**src/rtl/cla_sub_pipe.sv**
```systemverilog
// Two-stage pipelined borrow-lookahead subtractor: d = a - b - bin, low half in stage 1, high half in stage 2.
// Optional signed-overflow output enabled by defining CLA_SUB_OVF_EN.

module cla_sub_grp (
    input  logic [3:0] a,
    input  logic [3:0] b,
    input  logic       bi,
    output logic [3:0] d,
    output logic       bo
);
    logic [3:0] g, p, c;
    logic       gg, pp;

    assign g = ~a & b;
    assign p = ~(a ^ b);

    // c[i] is the borrow into bit i, all derived directly from the group borrow-in
    assign c[0] = bi;
    assign c[1] = g[0] | (p[0] & bi);
    assign c[2] = g[1] | (p[1] & g[0]) | (p[1] & p[0] & bi);
    assign c[3] = g[2] | (p[2] & g[1]) | (p[2] & p[1] & g[0]) | (p[2] & p[1] & p[0] & bi);

    assign gg = g[3] | (p[3] & g[2]) | (p[3] & p[2] & g[1]) | (p[3] & p[2] & p[1] & g[0]);
    assign pp = &p;
    assign bo = gg | (pp & bi);
    assign d  = a ^ b ^ c;
endmodule

module cla_sub_half #(
    parameter int W = 16
) (
    input  logic [W-1:0] a,
    input  logic [W-1:0] b,
    input  logic         bi,
    output logic [W-1:0] d,
    output logic         bo
);
    localparam int NG = W / 4;
    logic [NG:0] bc;

    assign bc[0] = bi;
    for (genvar gi = 0; gi < NG; gi++) begin : g_grp
        cla_sub_grp u_grp (
            .a (a[4*gi +: 4]),
            .b (b[4*gi +: 4]),
            .bi(bc[gi]),
            .d (d[4*gi +: 4]),
            .bo(bc[gi+1])
        );
    end
    assign bo = bc[NG];
endmodule

module cla_sub_pipe #(
    parameter int WIDTH = 32
) (
    input  logic             clk,
    input  logic             rst,
    input  logic             in_valid,
    output logic             in_ready,
    input  logic [WIDTH-1:0] a,
    input  logic [WIDTH-1:0] b,
    input  logic             bin,
    output logic             out_valid,
    input  logic             out_ready,
    output logic [WIDTH-1:0] d,
    output logic             bout,
    output logic             zero
`ifdef CLA_SUB_OVF_EN
    ,
    output logic             ovf
`endif
);
    localparam int H = WIDTH / 2;

    logic         s1_valid;
    logic [H-1:0] s1_dlo, s1_ahi, s1_bhi;
    logic         s1_blo;
    logic         s1_adv, s2_adv;
    logic [H-1:0] lo_d, hi_d;
    logic         lo_b, hi_b;

    assign s2_adv   = !out_valid | out_ready;
    assign s1_adv   = !s1_valid | s2_adv;
    assign in_ready = s1_adv & !rst;

    cla_sub_half #(.W(H)) u_lo (
        .a (a[H-1:0]),
        .b (b[H-1:0]),
        .bi(bin),
        .d (lo_d),
        .bo(lo_b)
    );

    cla_sub_half #(.W(H)) u_hi (
        .a (s1_ahi),
        .b (s1_bhi),
        .bi(s1_blo),
        .d (hi_d),
        .bo(hi_b)
    );

    always_ff @(posedge clk or posedge rst) begin
        if (rst) begin
            s1_valid <= 1'b0;
            s1_dlo   <= '0;
            s1_blo   <= 1'b0;
            s1_ahi   <= '0;
            s1_bhi   <= '0;
        end else if (s1_adv) begin
            s1_valid <= in_valid;
            if (in_valid) begin
                s1_dlo <= lo_d;
                s1_blo <= lo_b;
                s1_ahi <= a[WIDTH-1:H];
                s1_bhi <= b[WIDTH-1:H];
            end
        end
    end

    // Output data only reloads when a real beat moves in, so a bubble never clobbers held results
    always_ff @(posedge clk or posedge rst) begin
        if (rst) begin
            out_valid <= 1'b0;
            d         <= '0;
            bout      <= 1'b0;
            zero      <= 1'b0;
`ifdef CLA_SUB_OVF_EN
            ovf       <= 1'b0;
`endif
        end else if (s2_adv) begin
            out_valid <= s1_valid;
            if (s1_valid) begin
                d    <= {hi_d, s1_dlo};
                bout <= hi_b;
                zero <= ({hi_d, s1_dlo} == '0);
`ifdef CLA_SUB_OVF_EN
                ovf  <= (s1_ahi[H-1] != s1_bhi[H-1]) & (hi_d[H-1] != s1_ahi[H-1]);
`endif
            end
        end
    end
endmodule

```
**config.mk**
```make
export PLATFORM = sky130hd
export DESIGN_NAME = cla_sub_pipe
export DESIGN_NICKNAME = d
export VERILOG_FILES = /design/src/rtl/cla_sub_pipe.sv
export SDC_FILE = /design/constraint.sdc
export NUM_CORES = 1
export LEC_CHECK = 0
export BUFFER_PORTS_ARGS = -buffer_cell sky130_fd_sc_hd__buf_2
export CORE_MARGIN = 8
export CORE_UTILIZATION = 54
export CTS_CLUSTER_DIAMETER = 150
export DETAILED_ROUTE_END_ITERATION = 10
export GPL_ROUTABILITY_DRIVEN = 0
export PLACE_DENSITY = 0.8
export SYNTH_ARGS = -nofsm -noshare
export SYNTH_HDL_FRONTEND = slang
export SYNTH_SLANG_ARGS = --single-unit
```
**constraint.sdc**
```tcl
create_clock -name clk -period 3.58 [get_ports clk]
set_clock_uncertainty 0.1 [all_clocks]
set_input_delay 0.358 -clock clk [delete_from_list [all_inputs] [get_ports clk]]
set_output_delay 0.358 -clock clk [all_outputs]
set_load 0.005 [all_outputs]
```
**After elaboration in Yosys (flattened, before gate mapping)**

Index checks and enable logic that the tools add are counted.

- Bitwise gates (word level): 243
- Reduce and logical (&&, ||, !) cells: 14

Operators by type and width:

| kind | number |
|---|---|
| 1-bit bitwise AND | 121 |
| 1-bit OR | 82 |
| 4-bit NOT | 16 |
| 4-bit bitwise XOR | 16 |
| 4-bit bitwise AND | 8 |
| 32-bit zero test | 1 |
| 4-bit AND reduction | 8 |
| 2-bit AND reduction | 2 |
| 1-bit zero test | 3 |

- Bits in registers: 85
- Input port bits: 69
- Output and inout bits: 36

**Longest topological paths before layout**

Gate-level depths: netlist of run 1.

- Depth in word-level cells: 15
- Mapped depth: 14
- Depth with buffers taken out: 14

**Cells and area by module**

From an unflattened synthesis of run 1, not the netlist that was laid out.

- Cells, all modules: 349
- Area total of the unflattened synthesis: 4551.9 um^2

Modules (own cells, without submodules):

| module | instances | cells each | area an instance (um^2) | sequential area each (um^2) |
|---|---|---|---|---|
| cla_sub_pipe | 1 | 197 | 3310.7 | 2127.0 |
| cla_sub_grp | 8 | 19 | 155.1 | 0.0 |

**Worst setup path after synthesis of run 1**

No wires, ideal clock.

- Path type: reg-to-reg
- From: register s1_ahi[0]
- To: register zero
- Arrival time: 3040 ps
- Path slack: 357 ps
- Stages on the path, launching flop included: 15
- Path buffers: 0
- Period minus slack after synthesis: 3223 ps
- Cell sequence: dfrtp_1 -> inv_1 -> ha_1 -> a211oi_2 -> o21a_2 -> o21ai_4 -> a21oi_2 -> nor2_1 -> or3_1 -> fa_1 -> nor4b_1 -> nand4_1 -> nor4_1 -> nand4_1 -> o21ai_0

- Longest elaborated chain between the ends: 13
- Elaborated cells between the ends (all ways): 48
- Classes of those cells: 46 x bitwise; 2 x reduce/logical

Ends and longest elaborated chain:

| item | RTL line | text |
|---|---|---|
| start, declared | 77 | `logic [H-1:0] s1_dlo, s1_ahi, s1_bhi;` |
| start signal, assigned | 115 | `s1_ahi <= a[WIDTH-1:H];` |
| 4-bit bitwise XOR / 4-bit NOT (equally long branches) | 15, 26, 14 |  |
| 4-bit NOT / 4-bit bitwise AND (equally long branches) | 15, 14 |  |
| 4-bit AND reduction / 1-bit bitwise AND (equally long branches) | 24, 23 |  |
| 1-bit bitwise AND / 1-bit OR (equally long branches) | 25, 23 |  |
| 1-bit OR | 25 | `assign bo = gg \| (pp & bi);` |
| 1-bit bitwise AND | 25 |  |
| 1-bit OR | 25 |  |
| 1-bit bitwise AND | 25 |  |
| 1-bit OR | 25 |  |
| 1-bit bitwise AND, on equally long branches | 19, 20, 21 |  |
| 1-bit OR, on equally long branches | 19, 20, 21 |  |
| 4-bit bitwise XOR | 26 | `assign d = a ^ b ^ c;` |
| 32-bit zero test (*) | 136 | `zero <= ({hi_d, s1_dlo} == '0);` |
| end signal, assigned | 136 |  |
| end, declared | 68 | `output logic zero` |

Mark *: on every way between the ends. The rest lies on a longest branch, timed or not.
A chain may end at the register's enable or synchronous reset.

**Worst setup path after layout of run 1**

Same ends and word-level chain as after synthesis.

==> results by group, run 1 <==
GRT
  – Initial antenna violation count: 0
  – Largest net degree at the start of global routing: 51
  – Busiest layer in global routing: met2
  – GRT overflow: 0
  – Vias in the first global route: 3848
  – Met1 Track Usage GR: 0.225
  – Global-route wire length before repair: 17400 um
  – Global routing usage on met2: 0.311
  – M3 GR Usage: 0.0387
  – Overall Global Routing Usage: 0.187

Cells and area
  – N_diodes: 0
  – Nets@finish: 675
  – Filler Cell Count: 664
  – Layout area overhead: 18.4%
  – Register area: 2130 sq um
  – Multi-input logic area: 2320 sq um
  – Share of cells above drive strength 1: 0.303

Critical path
  – CP max-delay cell: fa_1
  – Critical path cell sequence: inv_1 > ha_1 > a211oi_2 > o21a_2 > o21ai_4 > a21oi_2 > nor2_1 > or3_1 > fa_1 > nor4b_2 > nand4_1 > nor4_2 > nand4_1 > o21ai_1
  – CP max FO: 4
  – Worst setup EP type: flop
  – CP startpoint kind: flop
  – Critical Path AT: 3.52 ns
  – CP peak stage delay: 0.52 ns
  – Most used cell, CP: nand4_1
  – Worst setup path category: flop to flop
  – WP data required: 3.77 ns

Clocking
  – Maximum buffer depth of the clock tree: 2
  – Htree depth: 3
  – Clk root buf: clkbuf_8
  – Worst skew pair latency: 0.36 ns
  – Total CTS buffers: 9
  – Reg clk slew, reported paths: 0.09 ns
  – CTS sink count: 85
  – TritonCTS clock tree: done

Timing
  – Final Max Slew Viols: 0
  – Min cycle time layout: 3.33 ns
  – Max-slew headroom: 0.298
  – Post-route setup slack: 0.252 ns
  – Unrepaired setup endpoints after global routing: no
  – Final hold violations: 0
  – Post-route setup TNS: 0 ns
  – FMAX: 300 MHz
  – Final period util: 0.930
  – Setup violators final: 0
  – Worst-Margin Slew: 1.05 ns

Synthesis
  – Asr flop ratio synth: 1.00
  – Synth area leader: dfrtp_1
  – Seq/Total Area, Yosys: 0.460
  – Main synth FF type: dfrtp_1
  – EDFF count, synth: 0
  – Synth top area share: 0.460
  – Post-synthesis area per instance: 10.1 sq um
  – Syn nets: 565
  – Synth cell types: 42
  – Synth Instances: 456
  – Warnings from Yosys: 0
  – Cell Area, Synth: 4620 sq um
  – Synth top area cells: dfrtp_1 (46%), ha_1 (8.7%), mux2_2 (8.0%)
  – Synthesis-stage register bit count: 85

Routing
  – Routed len/inst: 15.8 um
  – Final ANT Viol Nets: 0
  – Routed WL: 10700 um
  – # DRC: 0
  – Vias per inst: 5.27
  – 1st-iter DRT viols: 162
  – Drt pass-1 iters: 5
  – Via count: 3560

Power and ir drop
  – Overall Power: 3.02 mW
  – Switching Fraction: 0.358
  – Maximum VDD drop: 0.000273 V
  – Internal power: 1.94 mW
  – Clock power share: 0.206
  – Flop pwr share: 0.447
  – Gate power share: 0.347
  – Leak Pwr: 2.83 nW
  – Power Density: 552 nW/um^2
  – Net Switching: 1.08 mW

Hold path
  – Worst min path class: input port to asynchronous set/reset pin

Placement
  – Place WS: 0.0431 ns
  – DP HPWL: 8380 um
  – I/O Buffers: 104

Floorplanning
  – Initial core utilization: 0.560
  – Full die area: 11800 sq um
  – IO Count: 105
  – Die Span X: 109 um
  – Row cnt: 33
  – Die Ht: 109 um
  – Core area: 8260 sq um

Flow run
  – Number of max-cap violations: 0

Run status
  – Status: completed
layout make-up:
cell class,count,share of cell area
clock buffer,10,0.0233
clock inverter,6,0.00846
inverter,38,0.0263
multi-input combinational,321,0.424
sequential,85,0.389
tap,105,0.0240
timing repair buffer,111,0.105
per-layer routing:
metal | part of all wire | up-vias
met5 | 0 | -
met4 | 0.031 | 0
met3 | 0.057 | 24
met2 | 0.48 | 111
met1 | 0.43 | 1668
li1 | - | 1757
Yosys cell counts, drive strengths merged (4+ instances only):
| cell type | n |
|---|---|
| xor2 | 18 |
| o21ai | 38 |
| nand2b | 7 |
| ha | 32 |
| nand4 | 5 |
| xnor2 | 6 |
| clkbuf | 9 |
| nor2 | 16 |
| fa | 8 |
| inv | 38 |
| nand2 | 90 |
| a21oi | 14 |
| a211oi | 6 |
| dfrtp | 85 |
| a21o | 9 |
| o21a | 5 |
| o21bai | 4 |
| mux2 | 34 |
| nand3 | 4 |
what timing repair did:
| item | in CTS | in global routing |
|---|---|---|
| hold buffers | 0 | 0 |
| resized for setup | 0 | 4 |
| endpoints found under the hold margin | 0 | 0 |
| setup endpoints to repair | 0 | 1 |
| setup buffers | 0 | 1 |
registers in the layout, summed over array words and instances, names as in the netlist:
name and count:
s1_blo 1, out_valid 1, zero 1, s1_ahi 16
s1_valid 1, s1_dlo 16, s1_bhi 16, d 32
bout 1
final timing paths:
path	startpoint	to	slack, ns	cells past startpoint
max	s1_ahi[0]$_DFFE_PP0P_	zero$_DFFE_PP0P_	0.25	14
min	rst	out_valid$_DFFE_PP0P_	0.008	3
max reg2reg	s1_ahi[0]$_DFFE_PP0P_	zero$_DFFE_PP0P_	0.25	14
min reg2reg	d[25]$_DFFE_PP0P_	d[25]$_DFFE_PP0P_	0.38	2
max in group asynchronous	rst	d[28]$_DFFE_PP0P_	2.93	3
min in group clk	a[30]	s1_ahi[14]$_DFFE_PP0P_	0.12	2
power groups by stage:
| stage | Clock, mW | Sequential, mW | Combinational, mW |
|---|---|---|---|
| floorplan | 0 | 1.34 | 0.647 |
| global placement | 0 | 1.36 | 1.00 |
| detailed placement | 0 | 1.37 | 1.04 |
| CTS | 0.628 | 1.35 | 1.04 |
| global route | 0.675 | 1.38 | 1.18 |
| finish | 0.623 | 1.35 | 1.05 |
cells in the final DEF (no fill, tap or decap), types with 6 or more instances in the layout:
cell	instances
a21o_1	8
ha_1	32
dfrtp_1	85
buf_2	104
mux2_2	33
nand2b_1	7
xor2_1	18
nand2_1	89
xnor2_1	6
nor2_1	16
o21ai_0	34
fa_1	8
a21oi_1	11
inv_1	37
clkbuf_8	9
buf_4	7
critical path, delay by kind of cell, from the launching register on:
family | cells | cell delay [ns]
simple gates | 6 | 1.03
compound gates | 5 | 0.88
fa+ha+maj | 2 | 0.78
flops | 1 | 0.38
buf+inv | 1 | 0.10
through the flow:
stage                      util  instance area [sq um]  instances  hold slack (ns)
after global placement    0.639                   5270        659            0.356
final                     0.663                   5470        676          0.00804
after detailed placement  0.639                   5270        659            0.358
after global routing      0.663                   5470        676           0.0533
after floorplan               -                   4620        456            0.355
after CTS                 0.660                   5450        675           0.0257
logic make-up (layout without fill, tap and decap cells):
| group | after synthesis | in the layout | synth area share |
|---|---|---|---|
| and+or+nand+nor | 141 | 141 | 0.135 |
| DFF | 85 | 85 | 0.460 |
| AOI/OAI and AO/OA | 82 | 82 | 0.113 |
| buffers and inverters | 50 | 165 | 0.0414 |
| adders and majority gates | 40 | 40 | 0.121 |
| muxes | 34 | 34 | 0.0836 |
| xor gates and xnor gates | 24 | 24 | 0.0455 |
Power figures use the tool's default switching activity.
==> inputs of run 2 (changes only) <==
--- a/config.mk
+++ b/config.mk
@@ -6,7 +6,8 @@
 export NUM_CORES = 1
 export LEC_CHECK = 0
 export BUFFER_PORTS_ARGS = -buffer_cell sky130_fd_sc_hd__buf_2
-export CORE_MARGIN = 8
+export CORE_ASPECT_RATIO = 2
+export CORE_MARGIN = 1
 export CORE_UTILIZATION = 54
 export CTS_CLUSTER_DIAMETER = 150
 export DETAILED_ROUTE_END_ITERATION = 10
==> run 2 against run 1 <==
Wire length decreased by 2.6%. Critical endpoint unchanged. Combinational power about the same. Cell area grew 2.6%. Clock-buffer cell count unchanged.
==> results by group, run 2 (synthesis results as in run 1) <==
GRT
  – Overall Global Routing Usage: 0.258
  – Global-route wire length before repair: 17100 um
  – GRT overflow: 0
  – Initial antenna violation count: 0
  – Vias in the first global route: 3859
  – Largest net degree at the start of global routing: 61

Critical path
  – Most used cell, CP: nand4_1
  – R2R Setup Slk: 0.21 ns
  – CP max-delay cell: fa_1
  – Worst setup path category: flop to flop
  – Critical Path AT: 3.55 ns
  – Critical path cell sequence: inv_1 > ha_1 > a211oi_2 > o21a_2 > o21ai_4 > a21oi_4 > nor2_1 > or3_1 > fa_1 > nor4b_2 > nand4_1 > nor4_2 > nand4_1 > o21ai_1
  – CP max FO: 4
  – RR Endpoint: zero$_DFFE_PP0P_
  – CP startpoint kind: flop
  – Cells on worst reg2reg path: 14
  – CP peak stage delay: 0.51 ns
  – Worst reg2reg path startpoint: s1_ahi[0]$_DFFE_PP0P_
  – Worst setup EP type: flop
  – WP data required: 3.76 ns

Placement
  – Post-Place Cell Area: 5270 sq um
  – I/O Buffers: 104
  – Place WS: 0.0357 ns
  – Placed cells: 652
  – DP HPWL: 7980 um

Cells and area
  – Non-filler cells in the finished layout: 670
  – Flip-flop count of the largest register after layout: 32
  – N_diodes: 0
  – Design Area, Final: 5610 sq um
  – Share of cells above drive strength 1: 0.306
  – Commonest non-fill, non-tap cells in the layout: buf_2 (104), nand2_1 (89), dfrtp_1 (85)
  – Leading cell type in the layout, fill and taps excluded: buf_2
  – Largest Register: d
  – Layout area overhead: 21.4%
  – Post-layout util: 0.677
  – Nets@finish: 676

Timing
  – WHS: 0.102 ns
  – Final hold violations: 0
  – FMAX: 296 MHz
  – Post-route setup slack: 0.207 ns
  – Min cycle time layout: 3.37 ns
  – Setup violators final: 0
  – Post-route setup TNS: 0 ns
  – Final Max Slew Viols: 0
  – Worst-Margin Slew: 0.995 ns
  – Max-slew headroom: 0.336
  – Final period util: 0.942

Routing
  – Drt pass-1 iters: 4
  – Via count: 3670
  – # DRC: 0
  – Routed WL: 10400 um
  – Vias per inst: 5.48
  – Final ANT Viol Nets: 0
  – 1st-iter DRT viols: 227
  – Routed len/inst: 15.5 um

Clocking
  – TritonCTS clock tree: done
  – CTS sink count: 85
  – Maximum buffer depth of the clock tree: 2
  – Worst skew pair latency: 0.35 ns
  – Clk root buf: clkbuf_16
  – Htree depth: 3
  – Reg clk slew, reported paths: 0.06 ns
  – Hold Buf Count CTS: 0
  – Total CTS buffers: 9

Floorplanning
  – Row cnt: 47
  – Core area: 8290 sq um
  – IO Count: 105
  – Initial core utilization: 0.557
  – Die Ht: 133 um
  – Die Span X: 67.4 um
  – Full die area: 8960 sq um

Power and ir drop
  – Overall Power: 3.36 mW
  – Internal power: 2.25 mW
  – Flop pwr share: 0.401
  – Switching Fraction: 0.329
  – Clock power share: 0.287
  – Leak Pwr: 2.90 nW
  – Gate power share: 0.312
  – Net Switching: 1.11 mW
  – Power Density: 599 nW/um^2
  – Maximum VDD drop: 0.000301 V

Run status
  – Status: completed

Hold path
  – Worst min path class: input port to asynchronous set/reset pin

Flow run
  – Number of max-cap violations: 0
==> run 2: changes by cell type in the layout (fill, tap and decap cells not counted), sizes merged <==
| cell | previous run | this run |
|---|---|---|
| bufinv | 0 | 1 |
| inv | 40 | 39 |
| clkinvlp | 2 | 1 |
| buf | 111 | 112 |
| clkinv | 2 | 3 |
==> run 2: metal layers <==
| metal | global-route usage | share of wire | vias to the layer above |
|---|---|---|---|
| met3 | 0.0474 | 0.039 | 26 |
| li1 | - | - | 1760 |
| met1 | 0.258 | 0.36 | 1776 |
| met5 | 0 | 0 | - |
| met2 | 0.472 | 0.57 | 108 |
| met4 | 0.138 | 0.034 | 0 |
==> run 2: repair_timing <==
item / CTS / global route
endpoints found under the setup margin: 1 / 1
buffers inserted: 0 / 2
hold endpoints to repair: 0 / 0
pin swaps: 1 / 4
cloned: 0 / 0
resized for setup: 0 / 5
==> run 2: layout make-up <==
type	count	area, sq um
multi-input combinational	321	2330
timing repair buffer	112	581
clock inverter	6	68.8
fill	652	2680
clock buffer	10	239
tap	98	123
inverter	38	144
sequential	85	2130
==> run 2: power by group through the flow <==
stage | logic [mW] | registers, mW | clock network, mW
final | 1.05 | 1.35 | 0.964
after detailed placement | 1.02 | 1.36 | 0
after global placement | 0.987 | 1.35 | 0
after CTS | 1.03 | 1.35 | 0.968
after global routing | 1.17 | 1.38 | 1.00
after floorplan | 0.647 | 1.34 | 0
==> run 2: critical path, delay by kind of cell, from the launching register on <==
family	cells	cell delay [ns]
buffers and inverters	1	0.11
AOI/OAI and AO/OA	5	0.80
and+or+nand+nor	6	1.11
DFF	1	0.38
adders and majority gates	2	0.77
==> run 2: how the worst max path moves through the flow <==
stage / end / slack [ns] / start / depth (start not counted)
after detailed placement: zero$_DFFE_PP0P_ / 0.04 / s1_ahi[0]$_DFFE_PP0P_ / 14
after CTS: zero$_DFFE_PP0P_ / 0.09 / s1_ahi[0]$_DFFE_PP0P_ / 14
final: zero$_DFFE_PP0P_ / 0.21 / s1_ahi[0]$_DFFE_PP0P_ / 14
after floorplan: zero$_DFFE_PP0P_ / 0.36 / s1_ahi[0]$_DFFE_PP0P_ / 14
after global routing: zero$_DFFE_PP0P_ / -0.02 / s1_ahi[0]$_DFFE_PP0P_ / 14
after global placement: zero$_DFFE_PP0P_ / 0.19 / s1_ahi[0]$_DFFE_PP0P_ / 14
